===== src/rtl/pipes_pkg.sv =====
// Shared pipeline types: M-extension op encoding, sequencer states,
// iteration count, and small op-classification / decode helpers.
package pipes_pkg;

  localparam int MULDIV_ITERS = 64;

  localparam logic [6:0] OPC_OP   = 7'b0110011;
  localparam logic [6:0] OPC_OP32 = 7'b0111011;

  typedef enum logic [3:0] {
    OP_MUL   = 4'd0,
    OP_MULW  = 4'd1,
    OP_DIV   = 4'd2,
    OP_DIVU  = 4'd3,
    OP_REM   = 4'd4,
    OP_REMU  = 4'd5,
    OP_DIVW  = 4'd6,
    OP_DIVUW = 4'd7,
    OP_REMW  = 4'd8,
    OP_REMUW = 4'd9
  } muldiv_op_t;

  typedef enum logic [2:0] {
    S_IDLE  = 3'd0,
    S_MUL   = 3'd1,
    S_DIV   = 3'd2,
    S_FIXUP = 3'd3,
    S_DONE  = 3'd4
  } muldiv_state_t;

  // Maps opcode/funct3 of an M-extension instruction to the sequencer op.
  // MULH* encodings are outside this subset and fall back to MUL/MULW.
  function automatic muldiv_op_t decode_muldiv(input logic [6:0] opcode,
                                               input logic [2:0] funct3);
    muldiv_op_t res;
    logic       w;
    w = (opcode == OPC_OP32);
    case (funct3)
      3'b100:  res = w ? OP_DIVW  : OP_DIV;
      3'b101:  res = w ? OP_DIVUW : OP_DIVU;
      3'b110:  res = w ? OP_REMW  : OP_REM;
      3'b111:  res = w ? OP_REMUW : OP_REMU;
      default: res = w ? OP_MULW  : OP_MUL;
    endcase
    return res;
  endfunction

  function automatic logic op_is_w(input muldiv_op_t o);
    return (o == OP_MULW) || (o == OP_DIVW) || (o == OP_DIVUW) ||
           (o == OP_REMW) || (o == OP_REMUW);
  endfunction

  function automatic logic op_is_mul(input muldiv_op_t o);
    return (o == OP_MUL) || (o == OP_MULW);
  endfunction

  // Signed here means the 32-bit operands are sign-extended.
  function automatic logic op_is_signed(input muldiv_op_t o);
    return (o == OP_MULW) || (o == OP_DIV) || (o == OP_REM) ||
           (o == OP_DIVW) || (o == OP_REMW);
  endfunction

  function automatic logic op_is_rem(input muldiv_op_t o);
    return (o == OP_REM) || (o == OP_REMU) || (o == OP_REMW) || (o == OP_REMUW);
  endfunction

  function automatic logic [63:0] sext32(input logic [31:0] v);
    return {{32{v[31]}}, v};
  endfunction

endpackage


===== src/rtl/muldiv_iter.sv =====
// Single combinational step of the shared iterative unit.
// Multiply: acc += opa when the current multiplier bit (opb[0]) is set,
//           then multiplicand shifts left and multiplier shifts right.
// Divide:   restoring step; opa holds dividend bits shifting out of the top
//           and quotient bits shifting in at the bottom, acc holds the
//           partial remainder, opb is the divisor.
module muldiv_iter #(
  parameter int CNT_W = 6
) (
  input  logic             is_div_i,
  input  logic [63:0]      acc_i,
  input  logic [63:0]      opa_i,
  input  logic [63:0]      opb_i,
  input  logic [CNT_W-1:0] cnt_i,
  output logic [63:0]      acc_o,
  output logic [63:0]      opa_o,
  output logic [63:0]      opb_o,
  output logic [CNT_W-1:0] cnt_o
);

  logic [64:0] rem_shift;
  logic        ge;

  // One shift-add or restoring-subtract step plus counter advance.
  always_comb begin
    rem_shift = {acc_i, opa_i[63]};
    ge        = (rem_shift >= {1'b0, opb_i});
    cnt_o     = cnt_i + 1'b1;
    if (is_div_i) begin
      // When ge holds the difference is below the divisor, so 64 bits suffice.
      acc_o = ge ? (rem_shift[63:0] - opb_i) : rem_shift[63:0];
      opa_o = {opa_i[62:0], ge};
      opb_o = opb_i;
    end else begin
      acc_o = acc_i + (opb_i[0] ? opa_i : 64'd0);
      opa_o = {opa_i[62:0], 1'b0};
      opb_o = {1'b0, opb_i[63:1]};
    end
  end

endmodule


===== src/rtl/muldiv_ctrl.sv =====
// Iterative RV64M multiply/divide sequencer. Accepts one instruction from
// execute, iterates the shared unit ITERS times, applies sign/W fixups and
// presents a registered result with a one-cycle result_valid pulse.
//
// Handshake: an instruction is accepted on a clock edge where
// valid_in && ready && !flush. valid_in must stay high until the cycle in
// which result_valid pulses; stall holds execute meanwhile. The valid_in
// seen in the DONE cycle belongs to the finishing instruction. flush kills
// whatever is in flight at the next edge and suppresses result_valid.
module muldiv_ctrl
  import pipes_pkg::*;
#(
  parameter int ITERS = MULDIV_ITERS
) (
  input  logic        clk,
  input  logic        reset,
  input  logic        valid_in,
  input  muldiv_op_t  op,
  input  logic [63:0] a,
  input  logic [63:0] b,
  input  logic        flush,
  output logic        ready,
  output logic        stall,
  output logic        result_valid,
  output logic [63:0] result,
  output logic [2:0]  dbg_state
);

  localparam int CNT_W = (ITERS > 1) ? $clog2(ITERS) : 1;
  localparam logic [CNT_W-1:0] CNT_LAST = CNT_W'(ITERS - 1);

  muldiv_state_t    state_q, state_d;
  muldiv_op_t       op_q, op_d;
  logic [63:0]      acc_q, acc_d;
  logic [63:0]      opa_q, opa_d;
  logic [63:0]      opb_q, opb_d;
  logic [CNT_W-1:0] cnt_q, cnt_d;
  logic             neg_quo_q, neg_quo_d;
  logic             neg_rem_q, neg_rem_d;
  logic [63:0]      result_q, result_d;

  logic             in_w, in_sgn, in_mul, in_rem, in_sdiv;
  logic [63:0]      prep_a, prep_b, abs_a, abs_b;
  logic             div_zero, div_ovf;
  logic [63:0]      special_raw, special_res;

  logic [63:0]      quo_val, rem_val, sel_val, fix_res;

  logic [63:0]      it_acc, it_opa, it_opb;
  logic [CNT_W-1:0] it_cnt;

  muldiv_iter #(.CNT_W(CNT_W)) u_iter (
    .is_div_i (state_q == S_DIV),
    .acc_i    (acc_q),
    .opa_i    (opa_q),
    .opb_i    (opb_q),
    .cnt_i    (cnt_q),
    .acc_o    (it_acc),
    .opa_o    (it_opa),
    .opb_o    (it_opb),
    .cnt_o    (it_cnt)
  );

  // Operand preparation and special-case detection for the presented instruction.
  always_comb begin
    in_w   = op_is_w(op);
    in_sgn = op_is_signed(op);
    in_mul = op_is_mul(op);
    in_rem = op_is_rem(op);
    prep_a = a;
    prep_b = b;
    if (in_w) begin
      prep_a = in_sgn ? sext32(a[31:0]) : {32'd0, a[31:0]};
      prep_b = in_sgn ? sext32(b[31:0]) : {32'd0, b[31:0]};
    end
    in_sdiv  = in_sgn && !in_mul;
    abs_a    = (in_sdiv && prep_a[63]) ? -prep_a : prep_a;
    abs_b    = (in_sdiv && prep_b[63]) ? -prep_b : prep_b;
    div_zero = !in_mul && (prep_b == 64'd0);
    div_ovf  = ((op == OP_DIV) || (op == OP_REM)) &&
               (a == 64'h8000_0000_0000_0000) && (b == 64'hFFFF_FFFF_FFFF_FFFF);
    if (div_zero) special_raw = in_rem ? prep_a : 64'hFFFF_FFFF_FFFF_FFFF;
    else          special_raw = in_rem ? 64'd0  : prep_a;
    special_res = in_w ? sext32(special_raw[31:0]) : special_raw;
  end

  // Final sign correction and quotient/remainder/product selection.
  always_comb begin
    quo_val = neg_quo_q ? -opa_q : opa_q;
    rem_val = neg_rem_q ? -acc_q : acc_q;
    if (op_is_mul(op_q))      sel_val = acc_q;
    else if (op_is_rem(op_q)) sel_val = rem_val;
    else                      sel_val = quo_val;
    fix_res = op_is_w(op_q) ? sext32(sel_val[31:0]) : sel_val;
  end

  // Next-state, datapath next values and handshake outputs.
  always_comb begin
    state_d      = state_q;
    op_d         = op_q;
    acc_d        = acc_q;
    opa_d        = opa_q;
    opb_d        = opb_q;
    cnt_d        = cnt_q;
    neg_quo_d    = neg_quo_q;
    neg_rem_d    = neg_rem_q;
    result_d     = result_q;
    ready        = (state_q == S_IDLE);
    result_valid = (state_q == S_DONE) && !flush;
    stall        = valid_in && !result_valid && !flush;
    case (state_q)
      S_IDLE: begin
        if (valid_in && !flush) begin
          op_d      = op;
          acc_d     = 64'd0;
          cnt_d     = '0;
          opa_d     = abs_a;
          opb_d     = abs_b;
          neg_quo_d = in_sdiv && (prep_a[63] ^ prep_b[63]);
          neg_rem_d = in_sdiv && prep_a[63];
          if (div_zero || div_ovf) begin
            result_d = special_res;
            state_d  = S_DONE;
          end else begin
            state_d  = in_mul ? S_MUL : S_DIV;
          end
        end
      end
      S_MUL, S_DIV: begin
        acc_d = it_acc;
        opa_d = it_opa;
        opb_d = it_opb;
        cnt_d = it_cnt;
        if (cnt_q == CNT_LAST) state_d = S_FIXUP;
      end
      S_FIXUP: begin
        result_d = fix_res;
        state_d  = S_DONE;
      end
      S_DONE:  state_d = S_IDLE;
      default: state_d = S_IDLE;
    endcase
    // A killed instruction must leave no trace on the visible result.
    if (flush) begin
      state_d  = S_IDLE;
      result_d = result_q;
    end
  end

  // State and datapath registers; reset returns to IDLE from any state.
  always_ff @(posedge clk or posedge reset) begin
    if (reset) begin
      state_q   <= S_IDLE;
      op_q      <= OP_MUL;
      acc_q     <= 64'd0;
      opa_q     <= 64'd0;
      opb_q     <= 64'd0;
      cnt_q     <= '0;
      neg_quo_q <= 1'b0;
      neg_rem_q <= 1'b0;
      result_q  <= 64'd0;
    end else begin
      state_q   <= state_d;
      op_q      <= op_d;
      acc_q     <= acc_d;
      opa_q     <= opa_d;
      opb_q     <= opb_d;
      cnt_q     <= cnt_d;
      neg_quo_q <= neg_quo_d;
      neg_rem_q <= neg_rem_d;
      result_q  <= result_d;
    end
  end

  assign result    = result_q;
  assign dbg_state = state_q;

endmodule

===== config.mk =====
export PLATFORM = sky130hd
export DESIGN_NAME = muldiv_ctrl
export DESIGN_NICKNAME = d
export VERILOG_FILES = /design/src/rtl/pipes_pkg.sv /design/src/rtl/muldiv_iter.sv /design/src/rtl/muldiv_ctrl.sv
export SDC_FILE = /design/constraint.sdc
export NUM_CORES = 2
export LEC_CHECK = 0
export ABC_AREA = 0
export CAP_MARGIN = 10
export CELL_PAD_IN_SITES_DETAIL_PLACEMENT = 2
export CELL_PAD_IN_SITES_GLOBAL_PLACEMENT = 2
export CORE_ASPECT_RATIO = 1.4
export CORE_UTILIZATION = 36
export CTS_BUF_LIST = sky130_fd_sc_hd__clkbuf_8
export DETAILED_ROUTE_END_ITERATION = 16
export MAX_ROUTING_LAYER = met4
export PLACE_DENSITY = 0.93
export SLEW_MARGIN = 10
export SYNTH_ARGS = -nofsm -noshare
export SYNTH_HDL_FRONTEND = slang
export SYNTH_HIERARCHICAL = 1
export SYNTH_SLANG_ARGS = --single-unit

===== constraint.sdc =====
create_clock -name clk -period 15.1 [get_ports clk]
set_input_delay 4.53 -clock clk [delete_from_list [all_inputs] [get_ports clk]]
set_output_delay 4.53 -clock clk [all_outputs]
set_load 0.02 [all_outputs]

## Word-level counts from Yosys, hierarchy flattened

Cells that the tools add are included.

- Input bits: 136
- Bits in registers: 271
- ROM bits: 0
- Memories: 0
- Bits in latches: 0
- Word-level logic and storage cells: 131
- Bits in writable memories: 0

- Div/mod/pow operators: 0
- Muxes and demuxes: 37
- Shift-type cells: 0
- Equal/unequal tests: 27
- Magnitude comparators: 1
- Multipliers: 0
- Bitwise logic cells: 2
- Reduce and logical (&&, ||, !) cells: 48
- Add/subtract/negate cells: 7

Operator list:

| operator | number |
|---|---|
| 64-bit 2-to-1 mux | 24 |
| 64-bit case mux with 2 select lines | 4 |
| 64-bit negator | 4 |
| 64-bit equality test (second input constant) | 2 |
| 65-bit by 64-bit >= comparator with 1-bit output | 1 |
| 64-bit adder | 1 |
| 64-bit zero test | 1 |
| 64-bit subtractor | 1 |
| 4-bit by 3-bit equality test with 1-bit output (second input constant) | 8 |
| 1-bit logical OR | 22 |
| 4-bit equality test (second input constant) | 4 |
| 3-bit 2-to-1 mux | 4 |
| 6-bit case mux with 2 select lines | 1 |
| 1-bit logical AND | 11 |
| 3-bit case mux with 3 select lines | 1 |
| 4-bit by 1-bit equality test with 1-bit output (second input constant) | 2 |
| 4-bit zero test | 2 |
| 6-bit by 1-bit adder with 6-bit output (second input constant) | 1 |
| 3-bit by 2-bit equality test with 1-bit output (second input constant) | 2 |
| 6-bit equality test (second input constant) | 1 |
| 6-bit 2-to-1 mux | 1 |
| 2-bit AND reduction | 3 |
| 4-bit by 2-bit equality test with 1-bit output (second input constant) | 1 |
| 2-bit by 1-bit != test with 1-bit output (second input constant) | 2 |
| 15 further kinds | 18 |

## Longest topological paths before layout

- Depth in word-level cells: 14
- Depth in mapped cells: 17

## Cells and area by module

The synthesis kept the hierarchy.

Modules (own cells, without submodules):

| module | cells an instance | times used | area each (µm²) |
|---|---|---|---|
| muldiv_ctrl | 2640 | 1 | 20184.4 |
| muldiv_iter | 1726 | 1 | 10796.6 |

## Least setup slack after synthesis

OpenSTA, ideal clock, no wires.

- Path kind: input port to output port
- From: input port flush
- To: output port stall
- Stages: 2
- Path buffers: 0
- Setup slack: 5.545 ns
- Data arrival time: 5.025 ns
- Data required time: 10.570 ns
- Path through: nand2b_1 a21oi_1

- Word-level cells in the longest chain between the ends: 5

RTL lines:

| element | line | RTL |
|---|---|---|
| start, declared | muldiv_ctrl.sv:21 | `input logic flush,` |
| 1-bit zero test (*) | muldiv_ctrl.sv:109, muldiv_ctrl.sv:110 |  |
| 1-bit logical AND | muldiv_ctrl.sv:109 | `result_valid = (state_q == S_DONE) && !flush;` |
| 1-bit zero test | muldiv_ctrl.sv:110 | `stall = valid_in && !result_valid && !flush;` |
| 1-bit logical AND | muldiv_ctrl.sv:110 |  |
| 1-bit logical AND (*) | muldiv_ctrl.sv:110 |  |
| end, declared | muldiv_ctrl.sv:23 | `output logic stall,` |

Mark *: on every way between the ends. The rest lies on a longest branch, timed or not.

## Worst setup path in the final report

- From: input port op[1]
- To: register result_q[55], in the netlist result[55]

- Word-level cells in the longest chain between the ends: 14

RTL lines:

| element | line | RTL |
|---|---|---|
| start, declared | muldiv_ctrl.sv:18 | `input muldiv_op_t op,` |
| 4-bit by 1-bit equality test with 1-bit output or 4-bit by 2-bit equality test with 1-bit output (tied branches) | - |  |
| 1-bit logical OR (3 in series) | pipes_pkg.sv:59 | `return (o == OP_MULW) \|\| (o == OP_DIV) \|\| (o == OP_REM) \|\|` |
| 1-bit logical OR | pipes_pkg.sv:60 | `(o == OP_DIVW) \|\| (o == OP_REMW);` |
| 64-bit 2-to-1 mux | muldiv_ctrl.sv:74 | `prep_b = in_sgn ? sext32(b[31:0]) : {32'd0, b[31:0]};` |
| 64-bit 2-to-1 mux | muldiv_ctrl.sv:72 | `if (in_w) begin` |
| 64-bit zero test | muldiv_ctrl.sv:79 | `div_zero = !in_mul && (prep_b == 64'd0);` |
| 1-bit logical AND | muldiv_ctrl.sv:79 |  |
| 64-bit 2-to-1 mux | muldiv_ctrl.sv:82 | `if (div_zero) special_raw = in_rem ? prep_a : 64'hFFFF_FFFF_FFFF_FFFF;` |
| 64-bit 2-to-1 mux | muldiv_ctrl.sv:84 | `special_res = in_w ? sext32(special_raw[31:0]) : special_raw;` |
| 64-bit 2-to-1 mux | muldiv_ctrl.sv:121 | `if (div_zero \|\| div_ovf) begin` |
| 64-bit 2-to-1 mux | muldiv_ctrl.sv:113 | `if (valid_in && !flush) begin` |
| 64-bit case mux with 2 select lines | muldiv_ctrl.sv:111 | `case (state_q)` |
| end signal, assigned | muldiv_ctrl.sv:171 | `result_q <= result_d;` |
| end, declared | muldiv_ctrl.sv:40 | `logic [63:0] result_q, result_d;` |

Parallel ways exist; a longest one is shown, timed or not. The select of a mux whose other input is x is not followed.
A chain may end at the register's enable or synchronous reset.

==> key figures <==
Outcome
  • Status: finished with violations
  • Failing checks: max-capacitance violations, max-slew violations

Placed design
  • HPWL reported at the end of detailed placement: 127000 µm
  • Global placer's final weighted congestion: 0.976
  • DP Cell Count: 5350
  • Quantity of I/O buffers inserted on ports: 205

Setup path
  • Stage delay of the slowest cell on the critical path: 840 ps
  • Worst Setup EP: result[55]
  • Worst reg2reg startpoint: acc_q[51]
  • Maximum fanout along the worst path: 75
  • Crit-path leading delay family: simple AND/OR/NAND/NOR gates
  • Worst path bufs/invs: 4
  • Crit. Startpoint: op[1]
  • End of the worst register-to-register path: opa_q[0]
  • Type of destination of the critical path: flop
  • CP startpoint kind: input port
  • Setup slack of the most critical reg-to-reg path: 8960 ps
  • Arr. time, crit path: 11530 ps
  • Most common cell on crit path: buf_4
  • Worst Path Required: 15720 ps
  • CP Cell Sequence: clkdlybuf4s50_1 -> or2_2 -> o21ai_2 -> buf_4 -> o21ai_0 -> nor4_1 -> nand4b_1 -> o2bb2ai_4 -> buf_4 -> inv_1 -> o22ai_1 -> nor2_1
  • Reg2reg path depth: 14
  • Worst path slowest cell: clkdlybuf4s50_1
  • Stages on the worst setup path: 12
  • Kind of critical path: in -> reg

Power and ir drop
  • Leakage Power: 13.7 nW
  • Power per standard cell area: 292 nW/µm²
  • Maximum resistive drop on vdd: 0.372 mV

Clocking
  • Clock tree root driver cell: clkbuf_8
  • Hold-fix buffer count after cts: 0
  • Clk pin slew, worst setup/hold paths: 90 ps
  • Maximum level of the CTS H-tree: 2
  • Quantity of gates resized following cts: 0
  • Insertion delay of the later-clocked pin in the worst-skew pair: 810 ps
  • Number of buffers inserted by post-CTS setup repair: 0
  • TritonCTS clock tree: done
  • Clk buf depth: 3
  • TritonCTS buffer count: 51
  • Clock net sink count: 271

Layout
  • Net count, final: 4591
  • Area of all sequential standard cells: 6780 µm²
  • Area growth, synth to finish: 10.9%
  • Non-Filler Instances: 5470
  • Fraction of final layout cells with drive strength greater than 1: 0.0517
  • Combined area of the multi-input logic cells: 22200 µm²
  • Top library cells by usage in the layout, fill and taps aside: nand2_1 (545), o21ai_0 (423), a21oi_1 (393)
  • Fill cell instance count of the final layout: 9725
  • Most common library cell in the layout ignoring fill and taps: nand2_1

Yosys
  • Share of flip-flops with an asynchronous set or reset: 1.00
  • Largest family of logic cells by synthesized area: compound AO/OA/AOI/OAI gates
  • Synthesized flop and latch total: 271
  • Top_reg_cell synth: dfrtp_1
  • Net count after synthesis: 4638
  • Post-Syn Instances: 4366
  • Number of flops mapped to enable cells by yosys: 0
  • Simple-gate share of the synthesized area: 0.246
  • Adder-cell share of the synthesized area: 0.0554
  • Post-Synth XOR/XNOR Area: 0.0704
  • Share of cell area taken by muxes after synthesis: 0.00888
  • Synthesized area per cell: 7.10 µm²
  • Distinct cells, synth: 107
  • Sequential-to-total area share from yosys stat: 0.219
  • Compound-gate portion of the synthesized area: 0.331
  • Cell Area, Synth: 31000 µm²
  • Number of warnings reported in the yosys synthesis log: 6

STA
  • Setup TNS after final layout: 0 ps
  • Hold Vio Cnt, Final: 0
  • Slew Limit Headroom: -0.0686
  • Setup skew after layout: 58.6 ps
  • Final-report max-slew violation count: 2
  • Final critical-path share of the clock period: 0.722
  • Worst Tran Pin Value: 1600 ps
  • Setup repair after global routing missed its margin: false
  • Final min period: 10910 ps
  • Setup-failing EPs final: 0
  • Highest clock frequency the design can meet: 91.7 MHz

Floorplan
  • Die Y: 349 µm
  • Die footprint: 87300 µm²
  • Ports placed on the boundary: 206
  • Starting Density: 0.365
  • DIE WIDTH: 250 µm
  • Core area: 84800 µm²
  • Total number of placement rows: 126

Global route
  • First-pass GRT wire length: 296000 µm
  • Layer with the highest usage after global routing: met2
  • Overall fraction of global-route tracks in use: 0.462
  • Met3 Track Usage GR: 0.153
  • Maximum number of pins on one net before global-route repair: 192
  • GR met1 Demand/Resource: 0.464
  • Number of antenna violations at the first check in global routing: 24
  • Via count of the first global-routing pass: 43900
  • GR met2 Demand/Resource: 0.703
  • Overflow left after global routing: 0

Route
  • First-pass iteration count of the detailed router: 8
  • Count of vias placed by the detailed router: 41200
  • Total wire length: 206000 µm
  • DRC errors left: 0
  • Number of nets with antenna violations after routing: 0
  • Drt via density: 7.54
  • Wire length per cell after detailed routing: 37.6 µm
  • Initial detailed-routing violation count: 4914

Min path
  • Type of the worst min-delay path: reg -> reg

Job
  • MaxCap Viol Count: 2
==> metal layers <==
layer | vias to the layer above | share of wire
met2 | 3513 | 0.44
met4 | 0 | 0.12
li1 | 15900 | -
met5 | - | 0
met1 | 20100 | 0.33
met3 | 1693 | 0.11
==> through the flow <==
step / setup WS (ps) / util / hold WS [ps] / total power, W / instance area [µm²]
after floorplan: 3100 / - / 447 / 0.00571 / 31000
after global placement: 4610 / 0.392 / 462 / 0.00750 / 33200
after detailed placement: 4540 / 0.392 / 476 / 0.00800 / 33200
after CTS: 4490 / 0.403 / 490 / 0.00920 / 34200
after global routing: 4290 / 0.405 / 512 / 0.0102 / 34400
final: 4190 / 0.405 / 489 / 0.0100 / 34400
==> cells in the mapped netlist (25+ instances only) <==
master    count  share of area
nand4_1      72          0.015
buf_2        38         0.0061
a211oi_1     29         0.0070
ha_1        134          0.054
dfrtp_1     271           0.22
a31oi_1      89          0.018
a21oi_1     395          0.064
nand2_1     545          0.066
or4_1        29         0.0070
nand3_1      96          0.016
o31ai_1      88          0.021
nor4_1       53          0.011
a22oi_1      26         0.0063
nand2b_1     25         0.0050
a21o_1       89          0.022
o21ai_0     424          0.068
xor2_1      113          0.032
clkbuf_1    228          0.028
o21a_1       50          0.012
nor3_1       97          0.016
o211ai_1     37         0.0090
and3_1       29         0.0059
a22o_1       68          0.019
buf_4        68          0.016
or3_1        59          0.012
o22ai_1      51          0.010
nor2_1      386          0.047
xnor2_1     136          0.038
inv_1       142          0.017
and2_1       76          0.015
o21bai_1     31         0.0075
==> sequential cells by signal, summed over array words and instances, names as in the netlist <==
signal,count
acc_q,64
opa_q,64
opb_q,64
result,64
cnt_q,6
op_q,4
dbg_state,3
neg_quo_q,1
neg_rem_q,1
==> tightest hold or removal path, cell delays in order, from the launching register on <==
cell     delay (ps)
dfrtp_1         340
nand2_1          60
o31ai_1          60
==> worst min-delay path by stage <==
stage,startpoint,end,slack (ps),cells past startpoint
floorplan,op_q[0],op_q[0],450,2
global placement,result[36],result[36],460,2
detailed placement,result[6],result[6],480,2
CTS,result[6],result[6],490,2
global route,result[10],result[10],510,1
finish,result[6],result[6],490,2
==> layout make-up <==
| cell class | count | share of cell area |
|---|---|---|
| antenna | 29 | 0.00211 |
| clock buffer | 64 | 0.0256 |
| clock inverter | 23 | 0.00288 |
| inverter | 142 | 0.0157 |
| multi-input combinational | 3596 | 0.645 |
| sequential | 271 | 0.197 |
| tap | 1088 | 0.0396 |
| timing repair buffer | 257 | 0.0715 |
==> logic make-up after synthesis <==
logic type	Yosys count
xor gates and xnor gates	249
buffers and inverters	499
DFF	271
adders and majority gates	136
muxes	27
and+or+nand+nor	1584
AOI/OAI and AO/OA	1600
==> where the power goes <==
group	leakage, nW	switching [W]	internal (W)
combinational	9.72	0.00515	0.00221
clock	0.578	0.000429	0.000378
sequential	3.41	0.000804	0.00106
total	13.7	0.00639	0.00364
Note: power is estimated with default switching activity, not from simulation.
